$ cat config.mk
export PLATFORM = sky130hd
export DESIGN_NAME = id_stage_flat
export DESIGN_NICKNAME = d
export VERILOG_FILES = /design/src/rtl/id_stage_if.sv /design/src/rtl/id_stage.sv /design/src/flat_wrapper.sv
export SDC_FILE = /design/constraint.sdc
export NUM_CORES = 2
export LEC_CHECK = 0
export ABC_AREA = 1
export CAP_MARGIN = 0
export CORE_UTILIZATION = 25
export DETAILED_ROUTE_END_ITERATION = 16
export PLACE_DENSITY_LB_ADDON = 0.15
export SLEW_MARGIN = 30
export SYNTH_ARGS = -nofsm -noshare
export SYNTH_HDL_FRONTEND = slang
export SYNTH_SLANG_ARGS = --single-unit
$ cat constraint.sdc
create_clock -name clk -period 4.54 [get_ports clk]
set_input_delay 0.454 -clock clk [delete_from_list [all_inputs] [get_ports clk]]
set_output_delay 0.454 -clock clk [all_outputs]
set_load 0.03 [all_outputs]
$ cat src/rtl/id_stage_if.sv
// Bus between the instruction-decode stage and its neighbours.
// The stage itself uses the slave modport. The driver of the stage (the pipeline or a testbench)
// uses the master modport.
interface id_stage_if #(
  parameter int DATA_WIDTH = 32
);
  // From if_id / mem_wb / id_ex into decode
  logic [31:0]           instruction;
  logic                  wbRegWrite;
  logic [4:0]            wbAddress;
  logic [DATA_WIDTH-1:0] wbData;
  logic                  exMemRead;
  logic [4:0]            exAddressRt;

  // From decode towards id_ex and the PC / if_id hold logic
  logic                  hazard;
  logic                  stall;
  logic                  memToReg;
  logic                  regWrite;
  logic                  memWrite;
  logic                  memRead;
  logic                  aluSrc;
  logic                  regDst;
  logic [3:0]            aluOp;
  logic [DATA_WIDTH-1:0] immediateExtended;
  logic [4:0]            addressRs;
  logic [4:0]            addressRt;
  logic [4:0]            addressRd;
  logic [DATA_WIDTH-1:0] dataRs;
  logic [DATA_WIDTH-1:0] dataRt;

  modport master (
    output instruction, wbRegWrite, wbAddress, wbData, exMemRead, exAddressRt,
    input  hazard, stall, memToReg, regWrite, memWrite, memRead, aluSrc, regDst,
           aluOp, immediateExtended, addressRs, addressRt, addressRd, dataRs, dataRt
  );

  modport slave (
    input  instruction, wbRegWrite, wbAddress, wbData, exMemRead, exAddressRt,
    output hazard, stall, memToReg, regWrite, memWrite, memRead, aluSrc, regDst,
           aluOp, immediateExtended, addressRs, addressRt, addressRd, dataRs, dataRt
  );
endinterface

$ cat src/rtl/id_stage.sv
// Instruction-decode stage: 32-entry register file with a write-first bypass,
// opcode/funct decode into id_ex controls, imm16 sign extension and load-use hazard detection.
// Decode and hazard outputs are pure functions of the current inputs. Only the register file
// holds state.
module id_stage #(
  parameter int                    DATA_WIDTH = 32,
  parameter logic [DATA_WIDTH-1:0] REG_INIT   = {DATA_WIDTH{1'b0}}
) (
  input  logic        clk,
  input  logic        reset,
  id_stage_if.slave   bus
);

  localparam logic [3:0] ALU_AND = 4'b0000;
  localparam logic [3:0] ALU_OR  = 4'b0001;
  localparam logic [3:0] ALU_ADD = 4'b0010;
  localparam logic [3:0] ALU_SUB = 4'b0110;
  localparam logic [3:0] ALU_SLT = 4'b0111;
  localparam logic [3:0] ALU_NOR = 4'b1100;

  localparam logic [5:0] OP_RTYPE = 6'b000000;
  localparam logic [5:0] OP_LW    = 6'b100011;
  localparam logic [5:0] OP_SW    = 6'b101011;
  localparam logic [5:0] OP_ADDI  = 6'b001000;
  localparam logic [5:0] OP_ANDI  = 6'b001100;
  localparam logic [5:0] OP_ORI   = 6'b001101;
  localparam logic [5:0] OP_SLTI  = 6'b001010;

  // Register read with write-first bypass; register 0 is hard-wired to zero even when
  // a (discarded) write-back to it is in flight.
  function automatic logic [DATA_WIDTH-1:0] read_port(
    input logic [4:0]            addr,
    input logic                  we,
    input logic [4:0]            wa,
    input logic [DATA_WIDTH-1:0] wd,
    input logic [DATA_WIDTH-1:0] stored
  );
    logic [DATA_WIDTH-1:0] result;
    if (addr == 5'd0) begin
      result = {DATA_WIDTH{1'b0}};
    end else if (we && (wa == addr)) begin
      result = wd;
    end else begin
      result = stored;
    end
    return result;
  endfunction

  logic [DATA_WIDTH-1:0] regs_q [32];
  logic [DATA_WIDTH-1:0] regs_d [32];

  logic [5:0] opcode_s;
  logic [5:0] funct_s;
  logic [4:0] rs_s;
  logic [4:0] rt_s;
  logic       wb_en_s;
  logic       rt_read_s;

  assign opcode_s = bus.instruction[31:26];
  assign funct_s  = bus.instruction[5:0];
  assign rs_s     = bus.instruction[25:21];
  assign rt_s     = bus.instruction[20:16];
  // Writes to register 0 never land in storage and never bypass
  assign wb_en_s  = bus.wbRegWrite && (bus.wbAddress != 5'd0);

  // Next register-file contents: one optional write-back per cycle
  always_comb begin
    regs_d = regs_q;
    if (wb_en_s) begin
      regs_d[bus.wbAddress] = bus.wbData;
    end else begin
      regs_d = regs_q;
    end
  end

  // Register-file storage; reset wins over a same-cycle write-back
  always_ff @(posedge clk) begin
    if (reset) begin
      for (int i = 0; i < 32; i++) begin
        regs_q[i] <= REG_INIT;
      end
    end else begin
      regs_q <= regs_d;
    end
  end

  // Register-file read ports and instruction field extraction
  always_comb begin
    bus.dataRs = read_port(rs_s, wb_en_s, bus.wbAddress, bus.wbData, regs_q[rs_s]);
    bus.dataRt = read_port(rt_s, wb_en_s, bus.wbAddress, bus.wbData, regs_q[rt_s]);
    bus.addressRs = rs_s;
    bus.addressRt = rt_s;
    bus.addressRd = bus.instruction[15:11];
    bus.immediateExtended = {{(DATA_WIDTH-16){bus.instruction[15]}}, bus.instruction[15:0]};
  end

  // Control decode; unsupported opcodes and funct codes leave every control at zero
  always_comb begin
    bus.memToReg = 1'b0;
    bus.regWrite = 1'b0;
    bus.memWrite = 1'b0;
    bus.memRead  = 1'b0;
    bus.aluSrc   = 1'b0;
    bus.regDst   = 1'b0;
    bus.aluOp    = 4'b0000;
    rt_read_s    = 1'b0;
    case (opcode_s)
      OP_RTYPE: begin
        case (funct_s)
          6'b100000: begin bus.aluOp = ALU_ADD; rt_read_s = 1'b1; end
          6'b100010: begin bus.aluOp = ALU_SUB; rt_read_s = 1'b1; end
          6'b100100: begin bus.aluOp = ALU_AND; rt_read_s = 1'b1; end
          6'b100101: begin bus.aluOp = ALU_OR;  rt_read_s = 1'b1; end
          6'b101010: begin bus.aluOp = ALU_SLT; rt_read_s = 1'b1; end
          6'b100111: begin bus.aluOp = ALU_NOR; rt_read_s = 1'b1; end
          default:   begin bus.aluOp = 4'b0000; rt_read_s = 1'b0; end
        endcase
        // A valid funct is what makes this a register-writing R-type
        bus.regDst   = rt_read_s;
        bus.regWrite = rt_read_s;
      end
      OP_LW: begin
        bus.aluSrc   = 1'b1;
        bus.memRead  = 1'b1;
        bus.memToReg = 1'b1;
        bus.regWrite = 1'b1;
        bus.aluOp    = ALU_ADD;
      end
      OP_SW: begin
        bus.aluSrc   = 1'b1;
        bus.memWrite = 1'b1;
        bus.aluOp    = ALU_ADD;
        rt_read_s    = 1'b1;
      end
      OP_ADDI: begin
        bus.aluSrc   = 1'b1;
        bus.regWrite = 1'b1;
        bus.aluOp    = ALU_ADD;
      end
      OP_ANDI: begin
        bus.aluSrc   = 1'b1;
        bus.regWrite = 1'b1;
        bus.aluOp    = ALU_AND;
      end
      OP_ORI: begin
        bus.aluSrc   = 1'b1;
        bus.regWrite = 1'b1;
        bus.aluOp    = ALU_OR;
      end
      OP_SLTI: begin
        bus.aluSrc   = 1'b1;
        bus.regWrite = 1'b1;
        bus.aluOp    = ALU_SLT;
      end
      default: begin
        bus.aluOp = 4'b0000;
      end
    endcase
  end

  // Load-use detection: the load in EX targets a register this instruction reads.
  // rt only counts when the instruction really sources it (I-type ALU ops write rt).
  always_comb begin
    if (bus.exMemRead && (bus.exAddressRt != 5'd0) &&
        ((bus.exAddressRt == rs_s) || ((bus.exAddressRt == rt_s) && rt_read_s))) begin
      bus.hazard = 1'b1;
    end else begin
      bus.hazard = 1'b0;
    end
    bus.stall = bus.hazard;
  end

endmodule

$ cat src/flat_wrapper.sv
// flat-port wrapper written by rule: the top's interface ports become plain ports
module id_stage_flat 
#(
  parameter int                    DATA_WIDTH = 32,
  parameter logic [DATA_WIDTH-1:0] REG_INIT   = {DATA_WIDTH{1'b0}}
)
  (clk, reset, bus_instruction, bus_wbRegWrite, bus_wbAddress, bus_wbData, bus_exMemRead, bus_exAddressRt, bus_hazard, bus_stall, bus_memToReg, bus_regWrite, bus_memWrite, bus_memRead, bus_aluSrc, bus_regDst, bus_aluOp, bus_immediateExtended, bus_addressRs, bus_addressRt, bus_addressRd, bus_dataRs, bus_dataRt);
  id_stage_if #(.DATA_WIDTH(DATA_WIDTH)) bus_i ();
  input  logic clk;
  input  logic reset;
  input wire logic [$bits(bus_i.instruction)-1:0] bus_instruction;
  input wire logic [$bits(bus_i.wbRegWrite)-1:0] bus_wbRegWrite;
  input wire logic [$bits(bus_i.wbAddress)-1:0] bus_wbAddress;
  input wire logic [$bits(bus_i.wbData)-1:0] bus_wbData;
  input wire logic [$bits(bus_i.exMemRead)-1:0] bus_exMemRead;
  input wire logic [$bits(bus_i.exAddressRt)-1:0] bus_exAddressRt;
  output wire logic [$bits(bus_i.hazard)-1:0] bus_hazard;
  output wire logic [$bits(bus_i.stall)-1:0] bus_stall;
  output wire logic [$bits(bus_i.memToReg)-1:0] bus_memToReg;
  output wire logic [$bits(bus_i.regWrite)-1:0] bus_regWrite;
  output wire logic [$bits(bus_i.memWrite)-1:0] bus_memWrite;
  output wire logic [$bits(bus_i.memRead)-1:0] bus_memRead;
  output wire logic [$bits(bus_i.aluSrc)-1:0] bus_aluSrc;
  output wire logic [$bits(bus_i.regDst)-1:0] bus_regDst;
  output wire logic [$bits(bus_i.aluOp)-1:0] bus_aluOp;
  output wire logic [$bits(bus_i.immediateExtended)-1:0] bus_immediateExtended;
  output wire logic [$bits(bus_i.addressRs)-1:0] bus_addressRs;
  output wire logic [$bits(bus_i.addressRt)-1:0] bus_addressRt;
  output wire logic [$bits(bus_i.addressRd)-1:0] bus_addressRd;
  output wire logic [$bits(bus_i.dataRs)-1:0] bus_dataRs;
  output wire logic [$bits(bus_i.dataRt)-1:0] bus_dataRt;
  assign bus_i.instruction = bus_instruction;
  assign bus_i.wbRegWrite = bus_wbRegWrite;
  assign bus_i.wbAddress = bus_wbAddress;
  assign bus_i.wbData = bus_wbData;
  assign bus_i.exMemRead = bus_exMemRead;
  assign bus_i.exAddressRt = bus_exAddressRt;
  assign bus_hazard = bus_i.hazard;
  assign bus_stall = bus_i.stall;
  assign bus_memToReg = bus_i.memToReg;
  assign bus_regWrite = bus_i.regWrite;
  assign bus_memWrite = bus_i.memWrite;
  assign bus_memRead = bus_i.memRead;
  assign bus_aluSrc = bus_i.aluSrc;
  assign bus_regDst = bus_i.regDst;
  assign bus_aluOp = bus_i.aluOp;
  assign bus_immediateExtended = bus_i.immediateExtended;
  assign bus_addressRs = bus_i.addressRs;
  assign bus_addressRt = bus_i.addressRt;
  assign bus_addressRd = bus_i.addressRd;
  assign bus_dataRs = bus_i.dataRs;
  assign bus_dataRt = bus_i.dataRt;
  id_stage #(.DATA_WIDTH(DATA_WIDTH), .REG_INIT(REG_INIT)) u_core (.clk(clk), .reset(reset), .bus(bus_i));
endmodule
* After elaboration in Yosys (flattened, before gate mapping)
Cells that the tools add are included.
** Word-level totals
- Register bits after elaboration :: 1024
- Bits of input ports :: 78
- Output and inout bits :: 123
- Logic and storage cells :: 95
** Operators by class
- Magnitude comparators :: 4
- Equal/unequal tests :: 16
- Mux-type cells :: 23
- Bitwise logic cells :: 3
- Reductions and logical operators :: 17
** Operators with widths (number)
- bitwise mux 1024 bit :: 1
- binary-select mux 32 bit (select 5 bit) :: 2
- 2-to-1 mux 32 bit :: 9
- demux 32 bit (select 5 bit) :: 1
- equality test 6 bit (second input constant) :: 8
- equality test 6 x 4 -> 1 bit (second input constant) :: 4
- equality test 5 bit :: 4
- one-hot mux 4 bit (5 select lines) :: 1
- greater-or-equal comparator 6 bit (second input constant) :: 3
- NOT 5 -> 6 bit :: 3
- one-hot mux 4 bit (4 select lines) :: 1
- OR reduction 6 bit :: 2
- logical NOT 5 bit :: 2
- nonzero test 5 bit :: 2
- logical AND 1 bit :: 7
- logical NOT 6 bit :: 1
- < comparator 6 x 1 -> 1 bit (second input constant) :: 1
- 2-to-1 mux 1 bit :: 6
- OR reduction 5 bit :: 1
- one-hot mux 1 bit (2 select lines) :: 2
- OR reduction 3 bit :: 1
- logical OR 1 bit :: 1

* Depth between registers and ports, before layout
- Depth after elaboration :: 8
- Gate-level depth with buffers :: 13
- Gate-level depth less buffers :: 10

* Worst setup path before layout
No wires, ideal clock.
- Path type :: in2out
- From :: input port bus_instruction[18]
- To :: output port bus_stall
- Arrival :: 2.388 ns
- Required time :: 4.086 ns
- Slack :: 1.698 ns
- Stages on the path :: 9
- Buffers on the path :: 4
- Cell sequence :: buf_2 > clkinv_1 > clkbuf_1 > clkbuf_1 > o221ai_1 > nor3_1 > nand2_1 > a21oi_1 > buf_4
** On the way
- Cells in the longest elaborated chain, start to end :: 5
** RTL lines
- start: declaration :: RTL line flat_wrapper.sv:11 : input wire logic [$bits(bus_i.instruction)-1:0] bus_instruction;
- equality test 5 bit :: RTL line id_stage.sv:165 : ((bus.exAddressRt == rs_s) || ((bus.exAddressRt == rt_s) && rt_read_s))) begin
- logical AND 1 bit :: RTL line id_stage.sv:165
- logical OR 1 bit :: RTL line id_stage.sv:165
- logical AND 1 bit :: RTL line id_stage.sv:164 : if (bus.exMemRead && (bus.exAddressRt != 5'd0) &&
- 2-to-1 mux 1 bit :: RTL line id_stage.sv:164
- end: declaration :: RTL line flat_wrapper.sv:18 : output wire logic [$bits(bus_i.stall)-1:0] bus_stall;
Every way passes these cells.

* Worst setup path after layout
- From :: input port bus_wbAddress[3]
- To :: output port bus_dataRs[24]
** On the way
- Cells in the longest elaborated chain, start to end :: 5
- Elaborated cells on any way between the ends :: 6
- Those cells by class :: eq/ne: 1; mux: 2; reduce/logical: 3
** RTL lines
- start: declaration :: RTL line flat_wrapper.sv:13 : input wire logic [$bits(bus_i.wbAddress)-1:0] bus_wbAddress;
- nonzero test 5 bit :: RTL line id_stage.sv:64 : assign wb_en_s = bus.wbRegWrite && (bus.wbAddress != 5'd0);
- logical AND 1 bit :: RTL line id_stage.sv:64
- logical AND 1 bit (*) :: RTL line id_stage.sv:41 : end else if (we && (wa == addr)) begin
- 2-to-1 mux 32 bit (*) :: RTL line id_stage.sv:41
- 2-to-1 mux 32 bit (*) :: RTL line id_stage.sv:39 : if (addr == 5'd0) begin
- end: declaration :: RTL line flat_wrapper.sv:30 : output wire logic [$bits(bus_i.dataRs)-1:0] bus_dataRs;
Every way passes the cells marked *; elsewhere a longest branch is shown, timed or not.

==> summary.txt <==
Timing
  • Post-layout min period: 4180 ps
  • Final setup viols: 0
  • Slew Limit Fails: 0
  • Final Cycle Share: 92.1%
  • Post-route setup TNS: 0 ps
  • Slew @ Worst Pin: 1040 ps
  • Skew final: 0 ps
  • RSZ-0062 raised after global routing: no
  • Hold slack: 177 ps
  • F_max: around 240 MHz
  • Final hold vios: 0
  • Worst slew margin: 30.8%

Cells and area
  • Final core utilization: 29.2%
  • Top Registers: u_core.regs_q (1024)
  • Largest Register: u_core.regs_q
  • Max reg flops: 1024
  • Most frequent cells in the layout: nand2_1 (2249), nand3_1 (1364), nor2_1 (1124)
  • Area growth from synthesis to layout: 16.0%
  • Net count, final: 8964
  • Non-Filler Instances: approximately 12k
  • Fraction of layout cells with a size suffix above 1: 7.50%
  • Most common cell after layout, fill and taps aside: nand2_1

Floorplan
  • Starting Density: between 20% and 30%
  • Die X: 486 um
  • Ports: 201
  • Die height: 486 um
  • Core Region: 233000 um2
  • # rows: 177
  • Die area: 236000 um2

Placement
  • Post-DP HPWL: 176 mm
  • Port Buffer Count: 159
  • DP Cell Count: 11.8k
  • RD Place Congestion: 0.858

Critical path
  • Cell class contributing the biggest share of worst-path delay: simple AND/OR/NAND/NOR gates
  • CP Cell Sequence: clkdlybuf4s50_1 > inv_2 > nand3_2 > o21ai_2 > nor2_1 > nand2_4 > nand2_1 > nor2_1 > nor2_1 > buf_12
  • Crit-path max FO: 64
  • Critical path buffer and inverter count: 3
  • WP data arrival: between 3000 and 4000 ps
  • Crit path to: bus_dataRs[24]
  • Slowest stage cell, crit path: nor2_1
  • Crit path kind: in -> out
  • R2R setup slack: between 3000 and 4000 ps
  • Setup crit start: bus_wbAddress[3]
  • Critical R2R Capture: u_core.regs_q[65]$_SDFFE_PP0P_
  • Most used cell along the critical path: nor2_1
  • Worst r2r path cells: 2
  • Setup crit start kind: primary input
  • Slowest stage delay, CP: 750 ps
  • Critical Path RT: 4090 ps
  • Crit. path cell count: 10
  • Reg-to-Reg Start: u_core.regs_q[65]$_SDFFE_PP0P_
  • Crit. End Element: primary output

Synthesis
  • Mean post-synth cell area: roughly 6.3 um2
  • Syn nets: just over 9k
  • Post-synth ARST share: 0%
  • Synthesis Warnings: 0
  • Synth cell types: 35
  • Synth top area cells: dfxtp_1 (35%), nand2_1 (14%), nand3_1 (12%)
  • Post-synth EDFFs: 0
  • Register area share after synthesis: 35.1%
  • Synth top area share: 35.1%
  • Top_reg_cell synth: dfxtp_1
  • Seq cells post-synth: 1024
  • Post-synthesis cell area: 58500 um2
  • Synth area leader: dfxtp_1
  • Cells after Synth: 9238

Clock network
  • Sink Count: between 1k and 1.5k
  • Post-cts hold buffer count: 0
  • Post-CTS sizing: 0
  • CTS buffer count: roughly 140
  • CTS tree: built
  • H-tree depth: 4
  • Clock transition at path regs: 60 ps
  • CTS root buf: clkbuf_16
  • Max clock buf depth: 3
  • # Post-CTS Setup Buffers: 0
  • Worst skew pair latency: 790 ps

Global route
  • Overall fraction of global-route tracks in use: between 20 and 25%
  • First-pass GRT wire length: 431 mm
  • Initial antenna violation count: 7
  • Vias in the first global route: 58.2k
  • Grt ovf: 0
  • Largest net degree at the start of global routing: between 100 and 150

Route
  • Per-cell routed wire length: 25.0 um
  • Number of remaining DRC errors: 0
  • DR vias: 62.3k
  • Final ANT Viol Nets: 0
  • DR pass1 iterations: 6
  • Final wirelength: 301 mm
  • Vias/cell: 5.18
  • Initial DRC count: approximately 6.4k

Run
  • Max-Cap Viols: 0

Worst hold path
  • Hold crit path type: in -> reg

Status
  • Outcome: completed

Power
  • P per Cell Area: 350 nW/um2
  • Worst VDD drop: 0.000251 V
  • Leak: 27.8 nW
-- synth_stat cells (50+ instances only) --
cell and instances:
o211ai_1 248, inv_1 903, clkbuf_1 620, nand3_1 1364
buf_2 133, buf_4 50, a21oi_1 293, buf_1 92
o21ai_0 166, dfxtp_1 1024, a211oi_1 790, nand2_1 2251
nor2_1 1131
-- layout make-up --
class,instances,area [um2]
clock buffer,200,4020
tap,3043,3810
inverter,948,3630
timing repair buffer,409,4830
sequential,1024,20500
antenna,6,15.0
clock inverter,38,297
fill,25300,165000
multi-input combinational,6367,30700
-- worst min path at each step --
stage | from | endpoint | slack, ps | cells after the start
after CTS | bus_wbData[2] | u_core.regs_q[674]$_SDFFE_PP0P_ | 150 | 3
final | bus_wbData[2] | u_core.regs_q[674]$_SDFFE_PP0P_ | 180 | 3
after detailed placement | u_core.regs_q[995]$_SDFFE_PP0P_ | u_core.regs_q[995]$_SDFFE_PP0P_ | 440 | 2
after global routing | bus_wbData[7] | u_core.regs_q[839]$_SDFFE_PP0P_ | 190 | 3
after floorplan | u_core.regs_q[1022]$_SDFFE_PP0P_ | u_core.regs_q[1022]$_SDFFE_PP0P_ | 420 | 2
after global placement | u_core.regs_q[1016]$_SDFFE_PP0P_ | u_core.regs_q[1016]$_SDFFE_PP0P_ | 430 | 2
-- cells by family (layout without fill, tap and decap cells) --
| family | after synthesis | count (layout) | synth area share, % |
|---|---|---|---|
| flip-flops | 1024 | 1024 | 35.1 |
| AO/OA/AOI/OAI | 1527 | 1527 | 17.8 |
| AND/OR/NAND/NOR | 4828 | 4828 | 34.4 |
| buffers and inverters | 1847 | 1595 | 12.5 |
| other | 0 | 6 | 0 |
| XOR/XNOR | 12 | 12 | 0.180 |
-- per-layer routing --
| layer | global-route usage, % | wire, um |
|---|---|---|
| met1 | 31.1 | 125000 |
| met2 | 41.1 | 140000 |
| met3 | 3.58 | 19600 |
| met4 | 13.1 | 16700 |
| met5 | 0 | 0 |
-- worst register-to-register path: stages (launching register included) --
cell and delay [ps]:
dfxtp_1 320, inv_1 70, a211oi_1 260
-- power breakdown --
part           total [mW]  internal [mW]  leakage [nW]  switching, mW
registers            9.13           9.09          8.26         0.0341
logic                3.88           1.15          17.4           2.73
clock network        10.7           6.23          2.14           4.49
-- through the flow --
stage / setup WS, ps / area (um2) / power [mW]
floorplan: 1700 / 58500 / 11.5
global placement: 301 / 63500 / 13.2
detailed placement: 298 / 63500 / 13.2
CTS: 290 / 67800 / 23.9
global route: 170 / 67800 / 24.5
finish: 359 / 67800 / 23.7
Note: power is estimated with default switching activity, not from simulation.
